===== config.mk =====
export PLATFORM = sky130hd
export DESIGN_NAME = count_sched_flat
export DESIGN_NICKNAME = d
export VERILOG_FILES = /design/src/rtl/count_sched_if.sv /design/src/rtl/count_sched.sv /design/src/flat_wrapper.sv
export SDC_FILE = /design/constraint.sdc
export NUM_CORES = 1
export LEC_CHECK = 0
export CORE_ASPECT_RATIO = 0.8
export CORE_MARGIN = 3
export CORE_UTILIZATION = 30
export CTS_CLUSTER_SIZE = 24
export DETAILED_ROUTE_END_ITERATION = 6
export PLACE_DENSITY = 0.59
export REMOVE_ABC_BUFFERS = 1
export SLEW_MARGIN = 25
export SYNTH_ARGS = -nofsm -noshare
export SYNTH_HDL_FRONTEND = slang
export SYNTH_SLANG_ARGS = --single-unit

===== constraint.sdc =====
create_clock -name clk -period 2 [get_ports clk]
set_input_delay 0.4 -clock clk [delete_from_list [all_inputs] [get_ports clk]]
set_output_delay 0.4 -clock clk [all_outputs]
set_load 0.005 [all_outputs]

===== src/rtl/count_sched_if.sv =====
// count_sched_if: requester A/B symbol streams and per-packet result channel.
// master = symbol sources / result consumer side, slave = count_sched.
interface count_sched_if #(
  parameter int unsigned CNT_W = 8
);
  logic             a_valid;
  logic [1:0]       a_num;
  logic             a_last;
  logic             a_ready;
  logic             b_valid;
  logic [1:0]       b_num;
  logic             b_last;
  logic             b_ready;
  logic             res_valid;
  logic             res_id;
  logic [CNT_W-1:0] res_cnt;
  logic             res_ready;

  modport master (
    output a_valid, a_num, a_last, b_valid, b_num, b_last, res_ready,
    input  a_ready, b_ready, res_valid, res_id, res_cnt
  );

  modport slave (
    input  a_valid, a_num, a_last, b_valid, b_num, b_last, res_ready,
    output a_ready, b_ready, res_valid, res_id, res_cnt
  );
endinterface


===== src/rtl/count_sched.sv =====
// count_sched: two-requester scheduler around a 2-bit symbol sequence detector.
// Grants the detector to A or B per packet, counts D2->D3 matches (saturating)
// and returns one result record per packet over a valid/ready handshake.
// Build option: FIXED_PRIO_EN -- A always wins a simultaneous request and the
// round-robin pointer is removed; otherwise round-robin arbitration.
module count_sched #(
  parameter int unsigned CNT_W = 8
) (
  input  logic              clk,
  input  logic              rst_n,
  count_sched_if.slave      bus,
  output logic              busy
);

  typedef enum logic [1:0] {S_IDLE, S_RUN, S_REPORT} state_t;
  typedef enum logic [1:0] {D0, D1, D2, D3} det_t;

  localparam logic [CNT_W-1:0] CNT_MAX = '1;

  state_t           state;
  det_t             det;
  logic             owner;
  logic [CNT_W-1:0] cnt;
`ifndef FIXED_PRIO_EN
  logic             rr_ptr;
`endif

  logic             grant_c;
  logic [1:0]       sym_c;
  logic             last_c;
  logic             accept_c;
  logic             match_c;
  det_t             det_next_c;
  logic [CNT_W-1:0] cnt_next_c;

  // Winner among requesters seen in IDLE; a lone requester always wins.
  always_comb begin
    grant_c = 1'b0;
`ifdef FIXED_PRIO_EN
    grant_c = !bus.a_valid;
`else
    if (bus.a_valid && bus.b_valid) grant_c = rr_ptr;
    else                            grant_c = !bus.a_valid;
`endif
  end

  // Owner's symbol stream and acceptance qualifier.
  always_comb begin
    sym_c    = owner ? bus.b_num  : bus.a_num;
    last_c   = owner ? bus.b_last : bus.a_last;
    accept_c = 1'b0;
    if (state == S_RUN)
      accept_c = owner ? (bus.b_valid && bus.b_ready) : (bus.a_valid && bus.a_ready);
  end

  // Detector step and saturating match count for the current symbol.
  always_comb begin
    det_next_c = det;
    unique case (det)
      D0: det_next_c = (sym_c == 2'd1) ? D1 : D0;
      D1: begin
        unique case (sym_c)
          2'd2:    det_next_c = D2;
          2'd3:    det_next_c = D0;
          default: det_next_c = D1;
        endcase
      end
      D2: begin
        unique case (sym_c)
          2'd1:    det_next_c = D1;
          2'd3:    det_next_c = D3;
          default: det_next_c = D2;
        endcase
      end
      D3: begin
        unique case (sym_c)
          2'd1:    det_next_c = D1;
          2'd3:    det_next_c = D3;
          default: det_next_c = D0;
        endcase
      end
      default: det_next_c = D0;
    endcase
    match_c    = (det == D2) && (sym_c == 2'd3);
    cnt_next_c = (match_c && (cnt != CNT_MAX)) ? cnt + CNT_W'(1) : cnt;
  end

  // Controller FSM with registered handshake and result outputs.
  always_ff @(posedge clk or negedge rst_n) begin
    if (!rst_n) begin
      state         <= S_IDLE;
      det           <= D0;
      owner         <= 1'b0;
      cnt           <= '0;
`ifndef FIXED_PRIO_EN
      rr_ptr        <= 1'b0;
`endif
      bus.a_ready   <= 1'b0;
      bus.b_ready   <= 1'b0;
      bus.res_valid <= 1'b0;
      bus.res_id    <= 1'b0;
      bus.res_cnt   <= '0;
      busy          <= 1'b0;
    end else begin
      unique case (state)
        S_IDLE: begin
          if (bus.a_valid || bus.b_valid) begin
            owner       <= grant_c;
            det         <= D0;
            cnt         <= '0;
            bus.a_ready <= !grant_c;
            bus.b_ready <= grant_c;
            busy        <= 1'b1;
            state       <= S_RUN;
          end
        end
        S_RUN: begin
          if (accept_c) begin
            det <= det_next_c;
            cnt <= cnt_next_c;
            if (last_c) begin
              bus.a_ready   <= 1'b0;
              bus.b_ready   <= 1'b0;
              bus.res_valid <= 1'b1;
              bus.res_id    <= owner;
              bus.res_cnt   <= cnt_next_c;
              state         <= S_REPORT;
            end
          end
        end
        S_REPORT: begin
          if (bus.res_valid && bus.res_ready) begin
            bus.res_valid <= 1'b0;
            busy          <= 1'b0;
`ifndef FIXED_PRIO_EN
            rr_ptr        <= !owner;
`endif
            state         <= S_IDLE;
          end
        end
        default: state <= S_IDLE;
      endcase
    end
  end

endmodule


===== src/flat_wrapper.sv =====
// flat-port wrapper written by rule: the top's interface ports become plain ports
module count_sched_flat 
#(
  parameter int unsigned CNT_W = 8
)
  (clk, rst_n, busy, bus_a_valid, bus_a_num, bus_a_last, bus_b_valid, bus_b_num, bus_b_last, bus_res_ready, bus_a_ready, bus_b_ready, bus_res_valid, bus_res_id, bus_res_cnt);
  count_sched_if #(.CNT_W(CNT_W)) bus_i ();
  input  logic clk;
  input  logic rst_n;
  output logic busy;
  input wire logic [$bits(bus_i.a_valid)-1:0] bus_a_valid;
  input wire logic [$bits(bus_i.a_num)-1:0] bus_a_num;
  input wire logic [$bits(bus_i.a_last)-1:0] bus_a_last;
  input wire logic [$bits(bus_i.b_valid)-1:0] bus_b_valid;
  input wire logic [$bits(bus_i.b_num)-1:0] bus_b_num;
  input wire logic [$bits(bus_i.b_last)-1:0] bus_b_last;
  input wire logic [$bits(bus_i.res_ready)-1:0] bus_res_ready;
  output wire logic [$bits(bus_i.a_ready)-1:0] bus_a_ready;
  output wire logic [$bits(bus_i.b_ready)-1:0] bus_b_ready;
  output wire logic [$bits(bus_i.res_valid)-1:0] bus_res_valid;
  output wire logic [$bits(bus_i.res_id)-1:0] bus_res_id;
  output wire logic [$bits(bus_i.res_cnt)-1:0] bus_res_cnt;
  assign bus_i.a_valid = bus_a_valid;
  assign bus_i.a_num = bus_a_num;
  assign bus_i.a_last = bus_a_last;
  assign bus_i.b_valid = bus_b_valid;
  assign bus_i.b_num = bus_b_num;
  assign bus_i.b_last = bus_b_last;
  assign bus_i.res_ready = bus_res_ready;
  assign bus_a_ready = bus_i.a_ready;
  assign bus_b_ready = bus_i.b_ready;
  assign bus_res_valid = bus_i.res_valid;
  assign bus_res_id = bus_i.res_id;
  assign bus_res_cnt = bus_i.res_cnt;
  count_sched #(.CNT_W(CNT_W)) u_core (.clk(clk), .rst_n(rst_n), .bus(bus_i), .busy(busy));
endmodule

* Yosys cells after proc, flatten, opt, wreduce, memory -nomap -nowiden
Cells that the tools add are included.
** Word-level totals
- Bits in registers :: 27
- Bits in latches :: 0
- Bits in writable memories :: 0
- ROM bits :: 0
- Bits of input ports :: 11
- Output and inout bits :: 13
- Logic and storage cells :: 82
- Memories :: 0
** Cells by class
- $add $sub $neg :: 1
- Multiply operators :: 0
- Divide/modulo/power cells :: 0
- $lt $le $gt $ge :: 0
- Equal/unequal tests :: 13
- Shift-type cells :: 0
- Multiplexer cells :: 34
- Bitwise logic cells :: 0
- Reduce and logical (&&, ||, !) cells :: 23
** Operator list (count)
- 2-to-1 mux 8 bit :: 3
- one-hot mux 2 bit (2 select lines) :: 4
- one-hot mux 8 bit (2 select lines) :: 1
- 2-to-1 mux 2 bit :: 7
- 2-to-1 mux 1 bit :: 13
- AND reduction 4 bit :: 3
- equality test 2 bit, second input constant :: 5
- AND reduction 3 bit :: 3
- adder 8 x 1 -> 8 bit, second input constant :: 1
- != test 2 x 1 -> 1 bit, second input constant :: 4
- != test 8 bit, second input constant :: 1
- one-hot mux 1 bit (2 select lines) :: 4
- one-hot mux 2 bit (4 select lines) :: 1
- equality test 2 x 1 -> 1 bit, second input constant :: 3
- logical AND 1 bit :: 6
- one-hot mux 2 bit (3 select lines) :: 1
- nonzero test 2 bit :: 3
- zero test 2 bit :: 2
- AND reduction 2 bit :: 2
- zero test 1 bit :: 3
- logical OR 1 bit :: 1

* Longest topological paths before layout
Gate-level depths: netlist (run 1).
- Word-level depth :: 7
- Gate-level depth with buffers :: 6
- Mapped depth without buffers :: 5

* Worst setup path before layout (run 1)
Ideal clock, no wire load.
- Kind :: reg-to-reg
- Start point :: register u_core.owner
- End point :: register u_core.cnt[5]
- Library setup time :: 0.124 ns
- Arrival :: 1.446 ns
- Setup slack :: 0.430 ns
- Cell stages (with the launch flop) :: 6
- Clock period less this slack :: 1.570 ns
- Cell sequence :: dfrtp_1 -> nand3b_4 -> a21o_1 -> buf_6 -> o311a_1 -> a211o_1
** Between the ends
- Cells in the longest elaborated chain, start to end :: 7
- Elaborated cells between the ends (all ways) :: 11
- Those cells by class :: 2 x eq/ne; 6 x mux; 3 x reduce/logical
** RTL lines
- start: declaration :: line count_sched.sv:22 : logic owner;
- start signal: assignment :: line count_sched.sv:108 : owner <= grant_c;
- 2-to-1 mux 2 bit :: line count_sched.sv:49 : sym_c = owner ? bus.b_num : bus.a_num;
- equality test 2 bit :: line count_sched.sv:84 : match_c = (det == D2) && (sym_c == 2'd3);
- logical AND 1 bit :: line count_sched.sv:84
- logical AND 1 bit :: line count_sched.sv:85 : cnt_next_c = (match_c && (cnt != CNT_MAX)) ? cnt + CNT_W'(1) : cnt;
- 2-to-1 mux 8 bit :: line count_sched.sv:85
- 2-to-1 mux 8 bit :: line count_sched.sv:118 : if (accept_c) begin
- one-hot mux 8 bit (2 select lines) :: line count_sched.sv:105 : unique case (state)
- end signal: assignment :: line count_sched.sv:120 : cnt <= cnt_next_c;
- end: declaration :: line count_sched.sv:23 : logic [CNT_W-1:0] cnt;
Parallel ways exist; a longest one is shown, timed or not. The select of a mux whose other input is x is not followed.
A chain may end at the register's enable or synchronous reset.

* Worst setup path in the final report (run 1)
- Start point :: input bus_a_num[0]
- End point :: register u_core.bus.res_cnt[5]
** Between the ends
- Cells in the longest elaborated chain, start to end :: 5
** RTL lines
- start: declaration :: line flat_wrapper.sv:12 : input wire logic [$bits(bus_i.a_num)-1:0] bus_a_num;
- 2-to-1 mux 2 bit :: line count_sched.sv:49
- equality test 2 bit :: line count_sched.sv:84
- logical AND 1 bit :: line count_sched.sv:84
- logical AND 1 bit :: line count_sched.sv:85
- 2-to-1 mux 8 bit :: line count_sched.sv:85
- end signal: assignment :: line count_sched.sv:126 : bus.res_cnt <= cnt_next_c;
- end: declaration :: line count_sched_if.sv:26 : output a_ready, b_ready, res_valid, res_id, res_cnt
No other way between the ends.

==> impl_metrics.sql, run 1 <==
INSERT INTO impl_metrics (metric_group, metric, value, unit) VALUES
('floorplanning', 'top_level_ports', '24', ''),
('critical_path', 'worstPathMaxFanout', '15', ''),
('grt', 'wire_length_of_the_first_global_routing_pass', '6760', 'microns'),
('logic_synthesis', 'syn-cell-area', '1560', 'sq um'),
('cells_and_area', 'final-seq-area', '676', 'sq um'),
('grt', 'globalRoute.totalOverflow', '0', ''),
('place', 'place_ws', '-0.157', 'ns'),
('detailed_routing', 'detailedRoute.firstPassIterationCount', '4', ''),
('logic_synthesis', 'postSynth.topFlopCell', 'sky130_fd_sc_hd__dfrtp_1', ''),
('sta', 'fin_crit_sh', '94.1', '%'),
('clocking', 'clk_latency', '0.27', 'ns'),
('clocking', 'ctsHtreeMaxLevel', '1', ''),
('detailed_routing', 'drt-wirelength-per-cell', '14.0', 'microns'),
('detailed_routing', 'detailedRoute.firstIterationViolations', '45', ''),
('sta', 'timing.hold.ws', '0.487', 'ns'),
('logic_synthesis', 'synth_edf_count', '0', ''),
('outcome', 'status', 'complete, no violations', ''),
('critical_path', 'cp_slowest_cell', 'sky130_fd_sc_hd__or4_1', ''),
('logic_synthesis', 'seq_area_frac_synth', '43.2', '%'),
('pwr', 'power.switching_fraction', '37.7', '%'),
('cells_and_area', 'syn2layout_area_growth', '29.1', '%'),
('critical_path', 'critPathTopFamily', 'simple AND/OR/NAND/NOR gates', ''),
('cells_and_area', 'diodes', '0', ''),
('critical_path', 'critical_path.cell_chain', 'clkdlybuf4s50_1 > nand3b_4 > a21o_1 > or4_1 > a31oi_1', ''),
('cells_and_area', 'num-nets-final', '228', ''),
('critical_path', 'critPathBufInv', '1', ''),
('hold_path', 'hold_path.class', 'input pin to async pin', ''),
('pwr', 'p_switching', '873', 'uW'),
('logic_synthesis', 'avgSynthCellArea', '8.99', 'sq um'),
('grt', 'antenna_found_initial', '0', ''),
('detailed_routing', 'detail_route.wirelength', '3840', 'microns'),
('critical_path', 'worstRegToRegCells', '5', ''),
('clocking', 'path_clk_slew', '0.10', 'ns'),
('sta', 'final-max-slew-violation-count', '0', ''),
('cells_and_area', 'layout.cell_area.non_filler', '2020', 'sq um'),
('place', 'place_area', '1970', 'sq um'),
('logic_synthesis', 'post-synth-top-area-fraction', '43.2', '%'),
('critical_path', 'critPathCaptureType', 'flip-flop', ''),
('logic_synthesis', 'ys_top_cells_by_area', 'sky130_fd_sc_hd__dfrtp_1 (43%), sky130_fd_sc_hd__o21ai_0 (4.8%), sky130_fd_sc_hd__a31oi_1 (4.0%), sky130_fd_sc_hd__nand3_1 (3.5%), sky130_fd_sc_hd__nand2_1 (3.4%)', ''),
('cells_and_area', 'multi_input_comb_area', '795', 'sq um'),
('cells_and_area', 'postLayoutCoreUtil', '41.9', '%'),
('floorplanning', 'core', '4820', 'sq um'),
('sta', 'slew_headroom', '63.9', '%'),
('clocking', 'cts_buffers', '3', ''),
('clocking', 'holdBufCountCts', '0', ''),
('place', 'gpl.final_weighted_congestion', '0.787', ''),
('cells_and_area', 'fillers', '479', ''),
('sta', 'layout_setup_ws', '0.118', 'ns'),
('clocking', 'cts.repair.resized', '0', ''),
('grt', 'maximum_number_of_pins_on_one_net_before_global_route_repair', '28', ''),
('clocking', 'clkSinkCount', '27', ''),
('floorplanning', 'floorplan.rows', '22', ''),
('sta', 'period_needed', '1.88', 'ns'),
('grt', 'gr-usage-all-layers', '13.6', '%'),
('sta', 'setup_viol_count_final', '0', ''),
('logic_synthesis', 'async_reset_ff_share', '100', '%'),
('pwr', 'vdd.ir_drop.worst', '481', 'uV'),
('logic_synthesis', 'yosys.area.top_type', 'sky130_fd_sc_hd__dfrtp_1', ''),
('logic_synthesis', 'synth_top_cells_by_count', 'sky130_fd_sc_hd__dfrtp_1 (27), sky130_fd_sc_hd__o21ai_0 (15), sky130_fd_sc_hd__nand2_1 (14), sky130_fd_sc_hd__nor2_1 (14), sky130_fd_sc_hd__nand3_1 (11)', ''),
('logic_synthesis', 'ys_types', '44', ''),
('pwr', 'p_seq_share', '39.5', '%'),
('logic_synthesis', 'postSynthCellCount', '174', ''),
('logic_synthesis', 'most_repeated_cell_in_the_gate_level_netlist_after_synthesis', 'sky130_fd_sc_hd__dfrtp_1', ''),
('detailed_routing', 'viasPerCell', '5.21', ''),
('detailed_routing', 'drcViolationCount', '0', ''),
('sta', 'fmax', '531', 'MHz'),
('pwr', 'power.static_leakage', '0.000835', 'uW'),
('floorplanning', 'dieArea', '6120', 'sq um'),
('place', 'port_buffers', '23', ''),
('critical_path', 'crit-reg2reg-launch', 'u_core.owner', ''),
('sta', 'fin_tns_setup', '0', 'ns');
## final timing paths
check	end	slack (ns)
max	u_core.bus.res_cnt[5]	0.12
min	u_core.bus.res_cnt[1]	0.49
max reg2reg	u_core.cnt[2]	0.21
min reg2reg	u_core.bus.res_cnt[2]	0.49
max in group asynchronous	u_core.bus.a_ready	1.24
min in group clk	u_core.bus.res_cnt[2]	0.49
## per-stage QoR
step	total power [uW]	cells
floorplan	1450	165
global placement	2010	271
detailed placement	2020	271
CTS	2340	275
global route	2530	275
finish	2320	275
## layout make-up
cell class,instances,area share (%)
multi-input combinational,132,39.3
sequential,27,33.5
timing repair buffer,46,20.0
tap,60,3.72
clock buffer,3,2.04
inverter,6,1.12
clock inverter,1,0.372
## power groups by stage
stage / Sequential [uW] / Clock (uW) / Combinational [uW]
after global routing: 950 / 362 / 1220
after CTS: 913 / 335 / 1100
after floorplan: 899 / 0 / 553
final: 916 / 317 / 1080
after global placement: 918 / 0 / 1090
after detailed placement: 924 / 0 / 1090
## worst reg2reg max path: stages, from the launching register on
cell	delay, ns
sky130_fd_sc_hd__dfrtp_1	0.46
sky130_fd_sc_hd__buf_4	0.19
sky130_fd_sc_hd__nand3b_1	0.18
sky130_fd_sc_hd__a21o_1	0.32
sky130_fd_sc_hd__or4_1	0.50
sky130_fd_sc_hd__nand3_1	0.08
## registers in the layout (all words and copies together), names as in the netlist
| signal | count |
|---|---|
| u_core.bus.res_id | 1 |
| u_core.owner | 1 |
| u_core.cnt | 8 |
| u_core.bus.b_ready | 1 |
| u_core.bus.res_valid | 1 |
| u_core.busy | 1 |
| u_core.state | 2 |
| u_core.det | 2 |
| u_core.bus.res_cnt | 8 |
| u_core.bus.a_ready | 1 |
| u_core.rr_ptr | 1 |
## cells in the final DEF, fill, tap and decap left out, types with 2 or more instances in the layout
| cell | instances |
|---|---|
| sky130_fd_sc_hd__inv_1 | 6 |
| sky130_fd_sc_hd__mux2i_1 | 2 |
| sky130_fd_sc_hd__a31oi_1 | 10 |
| sky130_fd_sc_hd__dfrtp_1 | 27 |
| sky130_fd_sc_hd__o21ai_0 | 15 |
| sky130_fd_sc_hd__a211oi_1 | 3 |
| sky130_fd_sc_hd__a21o_1 | 3 |
| sky130_fd_sc_hd__nor2_1 | 14 |
| sky130_fd_sc_hd__clkbuf_8 | 3 |
| sky130_fd_sc_hd__nand2_1 | 14 |
| sky130_fd_sc_hd__or4_1 | 3 |
| sky130_fd_sc_hd__nand4_1 | 4 |
| sky130_fd_sc_hd__a21oi_1 | 8 |
| sky130_fd_sc_hd__nand2b_1 | 3 |
| sky130_fd_sc_hd__o31ai_1 | 2 |
| sky130_fd_sc_hd__nor3_1 | 6 |
| sky130_fd_sc_hd__a211o_1 | 2 |
| sky130_fd_sc_hd__nand4b_1 | 2 |
| sky130_fd_sc_hd__and3_1 | 3 |
| sky130_fd_sc_hd__a22o_1 | 2 |
| sky130_fd_sc_hd__o311ai_0 | 2 |
| sky130_fd_sc_hd__o31a_1 | 2 |
| sky130_fd_sc_hd__nand3_1 | 11 |
| sky130_fd_sc_hd__o21a_1 | 2 |
| sky130_fd_sc_hd__nor2b_1 | 2 |
| sky130_fd_sc_hd__buf_4 | 23 |
| sky130_fd_sc_hd__or3_1 | 2 |
| sky130_fd_sc_hd__clkdlybuf4s50_1 | 23 |
## cells by family after synthesis
group	synth area share, %
compound gates	24.2
fa+ha+maj	0.800
buf+inv	6.00
flops	43.2
mux	1.28
simple gates	24.5
## per-layer routing
layer / vias to the layer above / part of all wire, % / GRT usage (%)
met2: 27 / 44 / 20.3
met1: 665 / 52 / 20.5
met5: - / 0 / 0
met4: 0 / 0.94 / 3.11
met3: 2 / 3.4 / 2.44
li1: 739 / - / -
(Power assumes the default switching activity.)
==> run 2: changes to the inputs <==
Settings changed: RECOVER_POWER set to 25.
==> impl_metrics.sql, run 2 (synthesized netlist as in run 1, its figures left out) <==
INSERT INTO impl_metrics (metric_group, metric, value, unit) VALUES
('critical_path', 'crit_path_start_kind', 'input pin', ''),
('job', 'drv.max_cap_violation_count', '0', ''),
('pwr', 'share_comb_of_total_power', '46.8', '%'),
('floorplanning', 'floorplan.die.width', '86.7', 'microns'),
('cells_and_area', 'num-nets-final', '228', ''),
('sta', 'setup_viol_count_final', '0', ''),
('cells_and_area', 'layout.cell_area.non_filler', '2020', 'sq um'),
('floorplanning', 'floorplan.initialDensity', '32.5', '%'),
('place', 'place_ws', '-0.157', 'ns'),
('pwr', 'clock_power_share', '13.7', '%'),
('place', 'gpl.final_weighted_congestion', '0.787', ''),
('sta', 'rsz_0062_raised_after_global_routing', 'false', ''),
('place', 'hpwl', '2950', 'microns'),
('pwr', 'p_switching', '873', 'uW'),
('floorplanning', 'dieArea', '6120', 'sq um'),
('critical_path', 'cp_slowest_cell', 'sky130_fd_sc_hd__or4_1', ''),
('place', 'port_buffers', '23', ''),
('sta', 'fmax', '531', 'MHz'),
('pwr', 'power_density_over_the_cells', '1150', 'nW/um^2'),
('critical_path', 'critical_path.cell_chain', 'clkdlybuf4s50_1 > nand3b_4 > a21o_1 > or4_1 > a31oi_1', ''),
('sta', 'slew_headroom', '54.1', '%'),
('floorplanning', 'floorplan.rows', '22', ''),
('grt', 'via_count_of_the_first_global_routing_pass', '1374', ''),
('sta', 'timing.hold.ws', '0.487', 'ns'),
('critical_path', 'worstPathMaxFanout', '15', ''),
('grt', 'antenna_found_initial', '0', ''),
('cells_and_area', 'layout_common_cells', 'sky130_fd_sc_hd__dfrtp_1 (27), sky130_fd_sc_hd__clkdlybuf4s50_1 (22), sky130_fd_sc_hd__buf_4 (22), sky130_fd_sc_hd__o21ai_0 (15)', ''),
('clocking', 'clkSinkCount', '27', ''),
('grt', 'wire_length_of_the_first_global_routing_pass', '6760', 'microns'),
('clocking', 'cts_buffers', '3', ''),
('pwr', 'intPower', '1440', 'uW'),
('clocking', 'clock_tree.buffer_depth', '2', ''),
('cells_and_area', 'largest_registers_in_the_final_layout', 'u_core.bus.res_cnt: 8 flops, u_core.cnt: 8 flops', ''),
('critical_path', 'critPathCaptureType', 'flip-flop', ''),
('detailed_routing', 'antenna_left', '0', ''),
('grt', 'gr-usage-all-layers', '13.6', '%'),
('outcome', 'status', 'complete, no violations', ''),
('clocking', 'ctsHtreeMaxLevel', '1', ''),
('clocking', 'tritoncts', 'yes', ''),
('hold_path', 'hold_path.class', 'flip-flop to flip-flop', ''),
('detailed_routing', 'routed-via-count', '1433', ''),
('critical_path', 'timing.critical_path.from', 'bus_a_num[0]', ''),
('critical_path', 'worst_ep_arrival_time', '2.09', 'ns'),
('detailed_routing', 'drt-wirelength-per-cell', '14.0', 'microns'),
('clocking', 'cts_root_buf', 'sky130_fd_sc_hd__clkbuf_8', ''),
('detailed_routing', 'viasPerCell', '5.21', ''),
('clocking', 'cts_setup_buffers', '0', ''),
('pwr', 'p_seq_share', '39.6', '%'),
('clocking', 'cts.repair.resized', '0', ''),
('cells_and_area', 'drive_gt1_share', '13.5', '%'),
('grt', 'maximum_number_of_pins_on_one_net_before_global_route_repair', '28', ''),
('clocking', 'clk_latency', '0.27', 'ns'),
('clocking', 'holdBufCountCts', '0', ''),
('sta', 'slew_worst_pin', '0.689', 'ns'),
('critical_path', 'cpPeakStageDelay', '0.55', 'ns'),
('floorplanning', 'core', '4820', 'sq um'),
('sta', 'final-max-slew-violation-count', '0', ''),
('detailed_routing', 'drcViolationCount', '0', ''),
('cells_and_area', 'final_common_cell', 'sky130_fd_sc_hd__dfrtp_1', ''),
('floorplanning', 'top_level_ports', '24', ''),
('cells_and_area', 'postLayoutCoreUtil', '41.9', '%'),
('pwr', 'power.switching_fraction', '37.7', '%'),
('detailed_routing', 'detail_route.wirelength', '3840', 'microns'),
('pwr', 'vdd.ir_drop.worst', '481', 'uV'),
('critical_path', 'cp.required', '2.21', 'ns'),
('sta', 'report.final.hold_viol_count', '0', ''),
('place', 'place_area', '1970', 'sq um'),
('sta', 'layout_setup_ws', '0.118', 'ns'),
('sta', 'period_needed', '1.88', 'ns'),
('floorplanning', 'die_span_y', '70.6', 'microns'),
('pwr', 'power.static_leakage', '0.000835', 'uW'),
('critical_path', 'timing_worst_setup_path_type', 'input pin to flip-flop', ''),
('critical_path', 'crit-reg2reg-launch', 'u_core.owner', ''),
('grt', 'globalRoute.totalOverflow', '0', ''),
('detailed_routing', 'detailedRoute.firstIterationViolations', '45', ''),
('hold_path', 'holdCritStartpoint', 'u_core.bus.res_cnt[2]', ''),
('cells_and_area', 'diodes', '0', ''),
('cells_and_area', 'syn2layout_area_growth', '29.0', '%'),
('sta', 'timing.clock.skew', '0.00877', 'ns'),
('clocking', 'path_clk_slew', '0.10', 'ns'),
('detailed_routing', 'detailedRoute.firstPassIterationCount', '4', ''),
('sta', 'fin_crit_sh', '94.1', '%');
-- run 2: changes by cell type in the layout (fill, tap and decap cells not counted), sizes merged --
cell	delta
clkdlybuf4s50	-1
buf	-1
clkbuf	+1
dlygate4sd3	+1
-- run 2: layout make-up --
class | instances | area (sq um)
Fill cell | 478 | 2800
Multi-Input combinational cell | 132 | 795
Timing Repair Buffer | 46 | 400
Sequential cell | 27 | 676
Tap cell | 60 | 75.1
Clock inverter | 1 | 7.51
Clock buffer | 3 | 41.3
Inverter | 6 | 22.5
-- run 2: power by group through the flow --
stage	clock [uW]	sequential, uW	combinational [uW]
final	317	916	1080
after global routing	362	950	1220
after CTS	335	913	1100
after detailed placement	0	924	1090
after global placement	0	918	1090
after floorplan	0	899	553
-- run 2: through the flow --
| step | cells | power (uW) | setup TNS, ns |
|---|---|---|---|
| finish | 275 | 2320 | 0 |
| detailed placement | 271 | 2020 | -1.48 |
| floorplan | 165 | 1450 | 0 |
| global placement | 271 | 2010 | -1.18 |
| CTS | 275 | 2340 | 0 |
| global route | 275 | 2530 | 0 |
-- run 2: worst paths after layout --
kind / to / slack [ns] / depth (start not counted)
max: u_core.bus.res_cnt[5] / 0.12 / 5
max in group asynchronous: u_core.bus.a_ready / 0.87 / 2
min: u_core.bus.res_cnt[2] / 0.49 / 2
min reg2reg: u_core.bus.res_cnt[2] / 0.49 / 2
max reg2reg: u_core.cnt[2] / 0.21 / 5
min in group asynchronous: u_core.bus.res_cnt[1] / 0.68 / 2
-- run 2: metal layers --
metal / vias to the layer above / share of wire, % / global-route usage (%)
li1: 739 / - / -
met1: 665 / 52 / 20.5
met2: 27 / 44 / 20.3
met3: 2 / 3.4 / 2.44
met4: 0 / 0.94 / 3.11
met5: - / 0 / 0
-- run 2: worst max-delay path: cells and delay by family --
| family | cells | cell delay (ns) |
|---|---|---|
| and+or+nand+nor | 2 | 0.64 |
| AOI/OAI and AO/OA | 2 | 0.52 |
| buffers and inverters | 1 | 0.53 |
